[src/rtl/grant_decoder_3_8_if.sv]
// Handshake bundle between the upstream priority encoder and the grant decoder.
//   in_valid : upstream presents a winning index this cycle
//   in_code  : winning index 0..7
//   in_ready : decoder can accept an index this cycle
// master = upstream encoder side, slave = grant decoder side.
interface grant_decoder_3_8_if;
   logic       in_valid;
   logic [2:0] in_code;
   logic       in_ready;

   modport master (
      output in_valid,
      output in_code,
      input  in_ready
   );

   modport slave (
      input  in_valid,
      input  in_code,
      output in_ready
   );
endinterface

[src/rtl/grant_decoder_3_8.sv]
// Sequential 3-to-8 grant decoder. Accepts a winning index over a
// valid/ready handshake, drives a one-hot grant to the selected line and
// holds it until that line reports done or a TIMEOUT-cycle hold expires.
// Ports:
//   clk, rst_n     : clock, asynchronous active-low reset
//   enable         : low blocks acceptance and aborts an active grant
//   bus (slave)    : in_valid / in_code / in_ready handshake
//   grant          : one-hot grant, zero when idle
//   grant_code     : registered copy of the accepted index
//   busy           : a grant is active
//   done           : per-line completion, only done[grant_code] observed
//   done_pulse     : one cycle, grant ended by done
//   timeout_pulse  : one cycle, grant ended by timeout
module grant_decoder_3_8 #(
   parameter int TIMEOUT = 16,
   parameter int TW      = 8
) (
   input  logic                clk,
   input  logic                rst_n,
   input  logic                enable,
   grant_decoder_3_8_if.slave  bus,
   output logic [7:0]          grant,
   output logic [2:0]          grant_code,
   output logic                busy,
   input  logic [7:0]          done,
   output logic                done_pulse,
   output logic                timeout_pulse
);

   localparam logic [TW-1:0] TIMER_LAST = TW'(TIMEOUT - 1);
   localparam logic [TW-1:0] TIMER_MAX  = {TW{1'b1}};

   typedef enum logic {IDLE = 1'b0, GRANT = 1'b1} state_t;

   state_t        state, state_nxt;
   logic [7:0]    grant_nxt;
   logic [2:0]    code_nxt;
   logic          busy_nxt;
   logic          done_pulse_nxt;
   logic          timeout_pulse_nxt;
   logic [TW-1:0] timer, timer_nxt;
   logic          accept;
   logic          line_done;

   assign bus.in_ready = (state == IDLE) && enable;
   assign accept       = bus.in_valid && bus.in_ready;
   // Only the granted line's completion matters; other done bits are noise.
   assign line_done    = done[grant_code];

   always_ff @(posedge clk or negedge rst_n) begin
      if (!rst_n) begin
         state         <= IDLE;
         grant         <= 8'h00;
         grant_code    <= 3'd0;
         busy          <= 1'b0;
         done_pulse    <= 1'b0;
         timeout_pulse <= 1'b0;
         timer         <= '0;
      end else begin
         state         <= state_nxt;
         grant         <= grant_nxt;
         grant_code    <= code_nxt;
         busy          <= busy_nxt;
         done_pulse    <= done_pulse_nxt;
         timeout_pulse <= timeout_pulse_nxt;
         timer         <= timer_nxt;
      end
   end

   always_comb begin
      state_nxt         = state;
      grant_nxt         = grant;
      code_nxt          = grant_code;
      busy_nxt          = busy;
      timer_nxt         = timer;
      done_pulse_nxt    = 1'b0;
      timeout_pulse_nxt = 1'b0;
      case (state)
         IDLE: begin
            if (accept) begin
               code_nxt  = bus.in_code;
               grant_nxt = 8'b1 << bus.in_code;
               busy_nxt  = 1'b1;
               timer_nxt = '0;
               state_nxt = GRANT;
            end
         end
         GRANT: begin
            // Priority: abort, then done, then timeout; done beats a
            // coincident timeout.
            if (!enable) begin
               grant_nxt = 8'h00;
               busy_nxt  = 1'b0;
               state_nxt = IDLE;
            end else if (line_done) begin
               grant_nxt      = 8'h00;
               busy_nxt       = 1'b0;
               done_pulse_nxt = 1'b1;
               state_nxt      = IDLE;
            end else if (timer == TIMER_LAST) begin
               grant_nxt         = 8'h00;
               busy_nxt          = 1'b0;
               timeout_pulse_nxt = 1'b1;
               state_nxt         = IDLE;
            end else if (timer != TIMER_MAX) begin
               timer_nxt = timer + TW'(1);
            end
         end
         default: begin
            state_nxt = IDLE;
            grant_nxt = 8'h00;
            busy_nxt  = 1'b0;
         end
      endcase
   end

endmodule

[src/flat_wrapper.sv]
// flat-port wrapper written by rule: the top's interface ports become plain ports
module grant_decoder_3_8_flat 
#(
   parameter int TIMEOUT = 16,
   parameter int TW      = 8
)
  (clk, rst_n, enable, grant, grant_code, busy, done, done_pulse, timeout_pulse, bus_in_valid, bus_in_code, bus_in_ready);
  grant_decoder_3_8_if bus_i ();
  input  logic clk;
  input  logic rst_n;
  input  logic enable;
  output logic [7:0] grant;
  output logic [2:0] grant_code;
  output logic busy;
  input  logic [7:0] done;
  output logic done_pulse;
  output logic timeout_pulse;
  input wire logic [$bits(bus_i.in_valid)-1:0] bus_in_valid;
  input wire logic [$bits(bus_i.in_code)-1:0] bus_in_code;
  output wire logic [$bits(bus_i.in_ready)-1:0] bus_in_ready;
  assign bus_i.in_valid = bus_in_valid;
  assign bus_i.in_code = bus_in_code;
  assign bus_in_ready = bus_i.in_ready;
  grant_decoder_3_8 #(.TIMEOUT(TIMEOUT), .TW(TW)) u_core (.clk(clk), .rst_n(rst_n), .enable(enable), .bus(bus_i), .grant(grant), .grant_code(grant_code), .busy(busy), .done(done), .done_pulse(done_pulse), .timeout_pulse(timeout_pulse));
endmodule
[config.mk]
export PLATFORM = sky130hd
export DESIGN_NAME = grant_decoder_3_8_flat
export DESIGN_NICKNAME = d
export VERILOG_FILES = /design/src/rtl/grant_decoder_3_8_if.sv /design/src/rtl/grant_decoder_3_8.sv /design/src/flat_wrapper.sv
export SDC_FILE = /design/constraint.sdc
export NUM_CORES = 1
export LEC_CHECK = 0
export ABC_AREA = 0
export CORE_MARGIN = 5
export CORE_UTILIZATION = 45
export CTS_CLUSTER_DIAMETER = 40
export DETAILED_ROUTE_END_ITERATION = 8
export PLACE_DENSITY_LB_ADDON = 0.08
export SLEW_MARGIN = 20
export SYNTH_ARGS = -nofsm -noshare
export SYNTH_HDL_FRONTEND = slang
export SYNTH_SLANG_ARGS = --single-unit
export TNS_END_PERCENT = 30
[constraint.sdc]
create_clock -name clk -period 2.59 [get_ports clk]
set_input_delay 0.777 -clock clk [delete_from_list [all_inputs] [get_ports clk]]
set_output_delay 0.777 -clock clk [all_outputs]
set_load 0.005 [all_outputs]
==> flow_summary_export.csv <==
group,metric,value,unit
logic_synthesis,yosys_register_bits,23,
placement,placedCellCount,179,
drt,route.detailed.vias_per_inst,5.623,
worst_setup_path,crit_path_top_delay_cell,"clkdlybuf4s50_1",
drt,drt_first_iter_violations,39,
timing,post-route-min-period,2.422,ns
die,chipWidth,61.56,um
clocking,path_clk_slew,0.12,ns
timing,max-slew-margin-rel,57.75,%
run,max_cap_violations,0,
logic_synthesis,dominantRegCellSynth,"dfrtp_1",
logic_synthesis,asr_flop_ratio_synth,100.0,%
drt,drc,0,
timing,max_freq,413.0,MHz
worst_setup_path,cp_data_required_time,1.81,ns
pwr,fin_total_pwr,874.2,uW
timing,final.hold.worst_slack,0.4946,ns
logic_synthesis,yosysSeqAreaShare,48.12,%
pwr,power.static_leakage,0.6722,nW
die,start_util,47.85,%
drt,antenna_violating_nets_post_route,0,
clocking,root_buffer,"clkbuf_4",
worst_setup_path,cp_cell_sequence,"clkdlybuf4s50_1 > nor2b_2 > dlygate4sd2_1",
grt,grt_max_degree,24,
grt,grt_pass1_vias,1016,
worst_setup_path,worstPathMaxFanout,2,
clocking,cts.hold.buffers_added,0,
timing,worst_slew_pin_slew,0.6338,ns
drt,via_count,1029,
clocking,tritoncts_num_sinks,23,
clocking,clock_tree.buffer_depth,2,
pwr,irDropWorstVdd,393.1,uV
die,dieArea,0.003789,mm^2
die,die_y,61.56,um
timing,setup_viol,0,
clocking,cts_bufs_inserted,3,
final_layout,flow.area_growth_from_synthesis,30.44,%
worst_hold_path,min_path_cells,1,
final_layout,finalNetCount,170,
grt,antenna_found_initial,0,
placement,port_buffer_count,29,
logic_synthesis,mappedNetlistNets,136,
die,core_region_area,0.002500,mm^2
status,outcome,"finished clean",
logic_synthesis,syn-mean-instance-area,9.968,um^2
logic_synthesis,synth_top_area_cell,"dfrtp_1",
timing,setup-tns-final,0,ns
logic_synthesis,post_synth_num_cell_types,39,
logic_synthesis,mappedNetlistArea,0.001196,mm^2
die,rows,18,
worst_setup_path,critPathTopFamily,"buffers and inverters",
worst_setup_path,crit_path_cell_count,3,
drt,avgRoutedWirePerCell,15.43,um
clocking,cts_post_setup_buffers_inserted,0,
pwr,pwrdens,560.3,mW/mm^2
timing,timing_hold_violations_final,0,
logic_synthesis,ys.warnings.count,0,
logic_synthesis,synth_cells,120,
worst_setup_path,cell_count_of_the_worst_reg_to_reg_path,5,
placement,gpl.final_weighted_congestion,0.7190,
placement,placed_cell_area,0.001533,mm^2
final_layout,finalInstanceArea,0.001560,mm^2
timing,layout_worst_path_cycle_share,93.50,%
logic_synthesis,synth_largest_type_area_fraction,48.12,%
final_layout,layout_cells_excl_fill,183,
grt,overflow_after_grt,0,
worst_setup_path,cp_num_buf_inv,2,
final_layout,final_layout_size_suffix_gt1_share,7.843,%
worst_setup_path,r2r_setup_slack,0.54,ns
final_layout,layout.cells.most_common_list,"28 x clkdlybuf4s50_1, 23 x dfrtp_1, 22 x nand2_1",
final_layout,layout.cells.most_common,"clkdlybuf4s50_1",
die,ioPinCount,30,
worst_setup_path,worst_setup_path_start_kind,"primary input",
drt,number_of_detailed_route_iterations_in_the_first_pass,4,
worst_setup_path,arrival,1.64,ns
logic_synthesis,synth_area_leaders,"dfrtp_1 48%, nand2_1 6.9%, o311ai_0 3.7%, a32o_1 3.3%, mux2i_1 2.5%",
final_layout,antennaDiodeCount,0,
drt,detail_route.wirelength,2824,um
timing,final.setup_skew,0.006749,ns
clocking,cts.htree.levels,1,
timing,grt_setup_unrepaired,"false",
worst_setup_path,timing.critical_path.slowest_cell_delay,0.47,ns
worst_setup_path,end_kind,"output port",
placement,dpl.hpwl,2131,um
grt,global_route_wire_length_before_repair,4554,um
worst_setup_path,crit_path_category,"primary input to output port",
clocking,cts_tree,"done",
timing,maxSlewViolCount,0,
logic_synthesis,post_synth_edffs,0,
grt,track_usage,16.26,%
worst_hold_path,hold_path_class,"flop to flop",
clocking,clk_latency,0.31,ns
-- where the power goes --
part,switching [mW],leakage [nW],internal [mW]
Clock,0.105,0.0150,0.0601
Sequential,0.0479,0.309,0.401
Combinational,0.123,0.349,0.138
-- area by class of cell --
cell class / instances / area (um^2)
inverter: 2 / 7.507
sequential: 23 / 575.6
clock buffer: 4 / 26.28
fill: 216 / 939.7
tap: 30 / 37.54
timing repair buffer: 34 / 326.6
multi-input combinational: 90 / 586.8
-- registers in the layout, indices dropped and copies added, names as in the netlist --
name                  count
u_core.busy               1
u_core.done_pulse         1
u_core.grant              8
u_core.state              1
u_core.timeout_pulse      1
u_core.timer              8
u_core.grant_code         3
-- timing repair --
item	4_1_cts	5_1_grt
endpoints found under the setup margin	1	0
gates resized for setup	2	0
hold endpoints to repair	0	0
-- path summary, 6_finish.rpt --
path,start,to
setup / recovery,enable,bus_in_ready
min in group asynchronous,rst_n,u_core.timer[3]$_DFFE_PN0P_
setup reg to reg,u_core.timer[4]$_DFFE_PN0P_,u_core.timer[7]$_DFFE_PN0P_
hold reg to reg,u_core.busy$_DFFE_PN0P_,u_core.busy$_DFFE_PN0P_
hold / removal,u_core.busy$_DFFE_PN0P_,u_core.busy$_DFFE_PN0P_
max in group asynchronous,rst_n,u_core.grant[1]$_DFFE_PN0P_
-- cell usage after synthesis, types with 2 or more instances --
master / instances
a21o_1: 3
a21oi_1: 2
a2bb2oi_1: 2
a32o_1: 4
buf_2: 2
clkbuf_1: 2
dfrtp_1: 23
inv_1: 2
mux2i_1: 3
nand2_1: 22
nand2b_1: 3
nand3_1: 3
nand3b_1: 2
nand4_1: 2
nor2_1: 3
nor2b_1: 3
nor3_1: 4
nor3b_1: 2
o211ai_1: 3
o21ai_0: 5
o2bb2ai_1: 3
o311ai_0: 5
-- per-layer routing --
layer / routed length (um) / share of wire, % / GRT usage [%] / vias up
li1: - / - / - / 519
met1: 1311 / 46 / 22.32 / 474
met2: 1269 / 45 / 25.26 / 32
met3: 208 / 7.4 / 3.145 / 4
met4: 34 / 1.2 / 6.364 / 0
met5: 0 / 0 / 0 / -
-- through the flow --
step | setup slack [ns] | utilization (%)
after detailed placement | -0.1343 | 61.31
after global placement | -0.1153 | 61.31
after global routing | 0.09632 | 62.41
after CTS | 0.1566 | 62.41
final | 0.1684 | 62.41
after floorplan | 0.5147 | -
-- logic make-up after synthesis --
logic type	synth area share, %
simple gates	21.13
compound gates	22.91
flops	48.12
buf+inv	3.034
mux	3.765
fa+ha+maj	1.046
Power figures use the tool's default switching activity.
==> RTL edit 1 (config.mk and constraints unchanged) <==
Reset style: synchronous (`rst_n`), changed in one clocked block. Comments in the files are not updated.
--- a/src/rtl/grant_decoder_3_8.sv
+++ b/src/rtl/grant_decoder_3_8.sv
@@ -47,7 +47,7 @@
    // Only the granted line's completion matters; other done bits are noise.
    assign line_done    = done[grant_code];
 
-   always_ff @(posedge clk or negedge rst_n) begin
+   always_ff @(posedge clk) begin
       if (!rst_n) begin
          state         <= IDLE;
          grant         <= 8'h00;
Check against the original RTL: differs if rst_n is asserted again (counterexample within 4 cycles, from zero or initial values and one cycle with rst_n low); with rst_n held inactive, the same outputs for 10 cycles.
==> RTL edit 1 against the original RTL <==
Routed wire length decreased by 2.9%. Clock skew about the same. Setup slack improved by 0.0029 ns. Final area decreased by 1.1%. Synthesized cell count increased by 6.7%. Sequential cell count unchanged. Non-clock buffer count increased by 2. Synthesized area decreased by 2.5%. Critical endpoint unchanged. Highest routed layer unchanged.
Power is not compared: it rests on default switching activity, and its combinational part moved more than twofold at a synthesized area within 25%.
==> RTL edit 1: results (changes against the original RTL) <==
Outcome
  • Outcome: finished, final reports clean

Critical path
  • R2R setup slack: 0.70 ns (+0.16 ns)
  • R2r startpoint: u_core.grant_code[0]$_SDFFE_PN0P_
  • R2R cell count: 6 (+1)
  • R2r endpoint: u_core.timer[0]$_SDFFE_PN0P_

STA
  • Final clock skew: 0.00648 ns (-0.000269 ns)
  • Hold slack: 0.479 ns (-0.0152 ns)

Synthesis
  • Compound-gate portion of the synthesized area: 23.2% (+0.27 points)
  • Register area share after synthesis: 39.5% (-8.6 points)
  • Post-synth top cells: 23 x dfxtp_1, 17 x nand2_1, 9 x nor2_1
  • Post-Synth Adder-Cell Area: 1.07% (+0.027 points)
  • Async SR Flop Fraction: 0% (-100 points)
  • Mean Syn Cell Area: 9.11 sq um (-8.6%)
  • Mux cell area share after synthesis: 6.01% (+2.2 points)
  • Xor-xnor portion of the synthesized cell area: 0.751% (+0.75 points)
  • Largest cells by area after synthesis: dfxtp_1 39%, nand2_1 5.5%, mux2i_1 3.4%
  • Post-synth cell types: 43 (+10%)

Finish
  • Layout clock area frac: 1.78% (+0.10 points)
  • Storage cell area: 460 sq um (-20%)
  • Multi-input comb cells: 95 (+5.6%)
  • Non-clock buffer count: 36 (+5.9%)
  • Layout cells sized above 1: 13.6% (+5.7 points)
  • Filler cell count: 226 (+4.6%)
  • Data buffer area share: 22.1% (+1.2 points)
  • Area occupied by multi-input gates: 661 sq um (+13%)
  • Fin util: 62.3% (-0.14 points)
  • Signal inverters: 4 (+2)
  • Layout clock buffers: 3 (-1)

Drt
  • DRT iter0 DRCs: 47 (+21%)
  • Via/cell ratio: 5.53 (-1.6%)
  • Met3 WL post-DR: 80 microns (-62%)
  • M1 WL: 1280 microns (-2.4%)
  • Via count: 1062 (+3.2%)
  • DR pass1 iterations: 7 (+3)
  • Drt total wl: 2740 microns (-2.9%)
  • Met2 routed WL: 1350 microns (+6.6%)

Placement
  • Dpl hpwl: 2110 microns (-1.0%)
  • Area after DPL: 0.00151 sq mm (-1.2%)
  • Pre-CTS setup slack: -0.134 ns (+0.000425 ns)

Global route
  • M3 GR Usage: 2.98% (-0.17 points)
  • Total GRT Usage: 16.4% (+0.12 points)
  • First-pass GRT wire length: 4580 microns (+0.59%)
  • GR met1 Demand/Resource: 20.6% (-1.7 points)
  • Largest net degree at the start of global routing: 14 (-42%)

Min path
  • Min-delay src: u_core.grant[7]$_SDFFE_PN0P_
  • End point of the worst hold path: u_core.grant[7]$_SDFFE_PN0P_
-- RTL edit 1: cell count changes in the layout (fill, tap and decap cells not counted), sizes merged, moves of 3 or more --
| cell | before | now |
|---|---|---|
| nor2 | 3 | 9 |
| nand2 | 22 | 17 |
| and4 | 0 | 4 |
| o21ai | 5 | 2 |
| a21boi | 0 | 6 |
| a21o | 3 | 0 |
| dfxtp | 0 | 23 |
| nand3 | 3 | 8 |
| o311ai | 6 | 0 |
| dfrtp | 23 | 0 |
-- RTL edit 1: what timing repair did --
action	CTS	global route
gates resized for setup	2	0
setup endpoints to repair	1	0
buffers inserted	0	0
-- RTL edit 1: cell families (layout without fill, tap and decap cells) --
logic type | after synthesis | in the layout
AND/OR/NAND/NOR | 57 | 57
flip-flops | 23 | 23
multiplexers | 6 | 6
XOR/XNOR | 1 | 1
AO/OA/AOI/OAI | 30 | 30
adder cells (fa/ha/maj) | 1 | 1
buffers and inverters | 10 | 44
==> RTL edit 2 (same settings) <==
Without the edit above. `TW` is set to 8 in 2 places; all go to 16.
--- a/src/rtl/grant_decoder_3_8.sv
+++ b/src/rtl/grant_decoder_3_8.sv
@@ -13,7 +13,7 @@
 //   timeout_pulse  : one cycle, grant ended by timeout
 module grant_decoder_3_8 #(
    parameter int TIMEOUT = 16,
-   parameter int TW      = 8
+   parameter int TW      = 16
 ) (
    input  logic                clk,
    input  logic                rst_n,
--- a/src/flat_wrapper.sv
+++ b/src/flat_wrapper.sv
@@ -2,7 +2,7 @@
 module grant_decoder_3_8_flat 
 #(
    parameter int TIMEOUT = 16,
-   parameter int TW      = 8
+   parameter int TW      = 16
 )
   (clk, rst_n, enable, grant, grant_code, busy, done, done_pulse, timeout_pulse, bus_in_valid, bus_in_code, bus_in_ready);
   grant_decoder_3_8_if bus_i ();
Check against the original RTL: no difference found for any inputs over 10 cycles, from zero or initial values and one cycle with rst_n low; that may be too few to reach the edited logic, so the function may still have changed.
==> RTL edit 2 against the original RTL <==
Non-clock buffer count increased by 8. Synthesized area is 34% higher. Setup slack lost 0.070 ns. Die area grew 28%. Final area grew 34%. Critical path depth up 3. Clock skew up 0.0021 ns. Utilization down 0.73 points. Sequential cell count grew 8. Clock power is 97% higher. Power grew 44%. Routed wire length up 35%. Sequential share of layout area grew 0.21 points. Via count is 43% higher. Critical path type is now input pin to flip-flop. Largest cell class is now flip-flops and latches. Largest power group unchanged.
==> RTL edit 2: results (changes against the original RTL) <==
Synthesis
  • Register area share after synthesis: 48.5% (+0.40 points)
  • Mapped Nets: 182 (+34%)
  • Post-synth cell types: 38 (-2.6%)
  • Largest cells by area after synthesis: dfrtp_1 49%, a31oi_1 7.0%, nand2_1 5.6%

Drt
  • DRT iter0 DRCs: 89 (+130%)
  • Avg WL per Cell: 15.0 microns (-2.8%)
  • Drt total wl: 3810 microns (+35%)

Global route
  • Total GRT Usage: 16.3% (about the same)
  • Vias in the first global route: 1387 (+37%)
  • Largest net degree at the start of global routing: 32 (+33%)

Critical path
  • R2R setup slack: 0.29 ns (-0.25 ns)
  • Critical path class: input pin to flip-flop
  • Crit path DAT: 2.73 ns (+1.09 ns)
  • R2r startpoint: u_core.timer[0]$_DFFE_PN0P_
  • R2R cell count: 8 (+3)

Clock tree
  • CTS buffer count: 5 (+2)
  • H-tree depth: 2 (+1)

Min path
  • End point of the worst hold path: u_core.grant[2]$_DFFE_PN0P_

Finish
  • Layout cells sized above 1: 12.0% (+4.2 points)
  • Nets: 223 (+31%)

Placement
  • Final Wtd Congestion: 0.857 (+19%)
  • Dpl hpwl: 2790 microns (+31%)

Outcome
  • Outcome: finished, final reports clean

Pwr
  • Peak VDD IR: 0.000285 V (-28%)

STA
  • Final clock skew: 0.00883 ns (+0.00208 ns)
==> RTL edit 2: final cells by class <==
type                            instances  area (sq um)
Multi-Input combinational cell        119           759
Clock buffer                            8          68.8
Inverter                                8          30.0
Tap cell                               46          57.6
Timing Repair Buffer                   42           399
Fill cell                             292          1300
Sequential cell                        31           776
==> RTL edit 2: what timing repair did <==
item,CTS,global route
buffers inserted,0,0
resized for setup,1,0
endpoints found under the setup margin,1,0
==> RTL edit 2: cells by family (layout without fill, tap and decap cells) <==
family / count (synthesis) / in the layout / synth area share, %
AOI/OAI and AO/OA: 47 / 47 / 20.4
DFF: 31 / 31 / 48.5
muxes: 4 / 4 / 4.85
adders and majority gates: 1 / 1 / 0.782
buffers and inverters: 16 / 58 / 3.99
and+or+nand+nor: 67 / 67 / 21.4
==> RTL edit 2: worst max-delay path, stage by stage <==
cell and delay (ns):
clkdlybuf4s50_1 0.41, mux4_2 0.50, mux2i_4 0.17, nand4_2 0.12, or4_1 0.53, a31o_1 0.23
==> RTL edit 2: metal layers <==
metal	vias to the layer above	GRT usage, %	routed length (microns)
met4	0	7.66	71
met1	706	21.0	1730
met2	46	25.6	1770
met3	8	3.91	232
li1	716	-	-
met5	-	0	0
==> RTL edit 2: where the power goes <==
part,internal [mW],total [mW],switching [mW]
Clock,0.160,0.325,0.166
Sequential,0.545,0.617,0.0724
Combinational,0.176,0.318,0.142
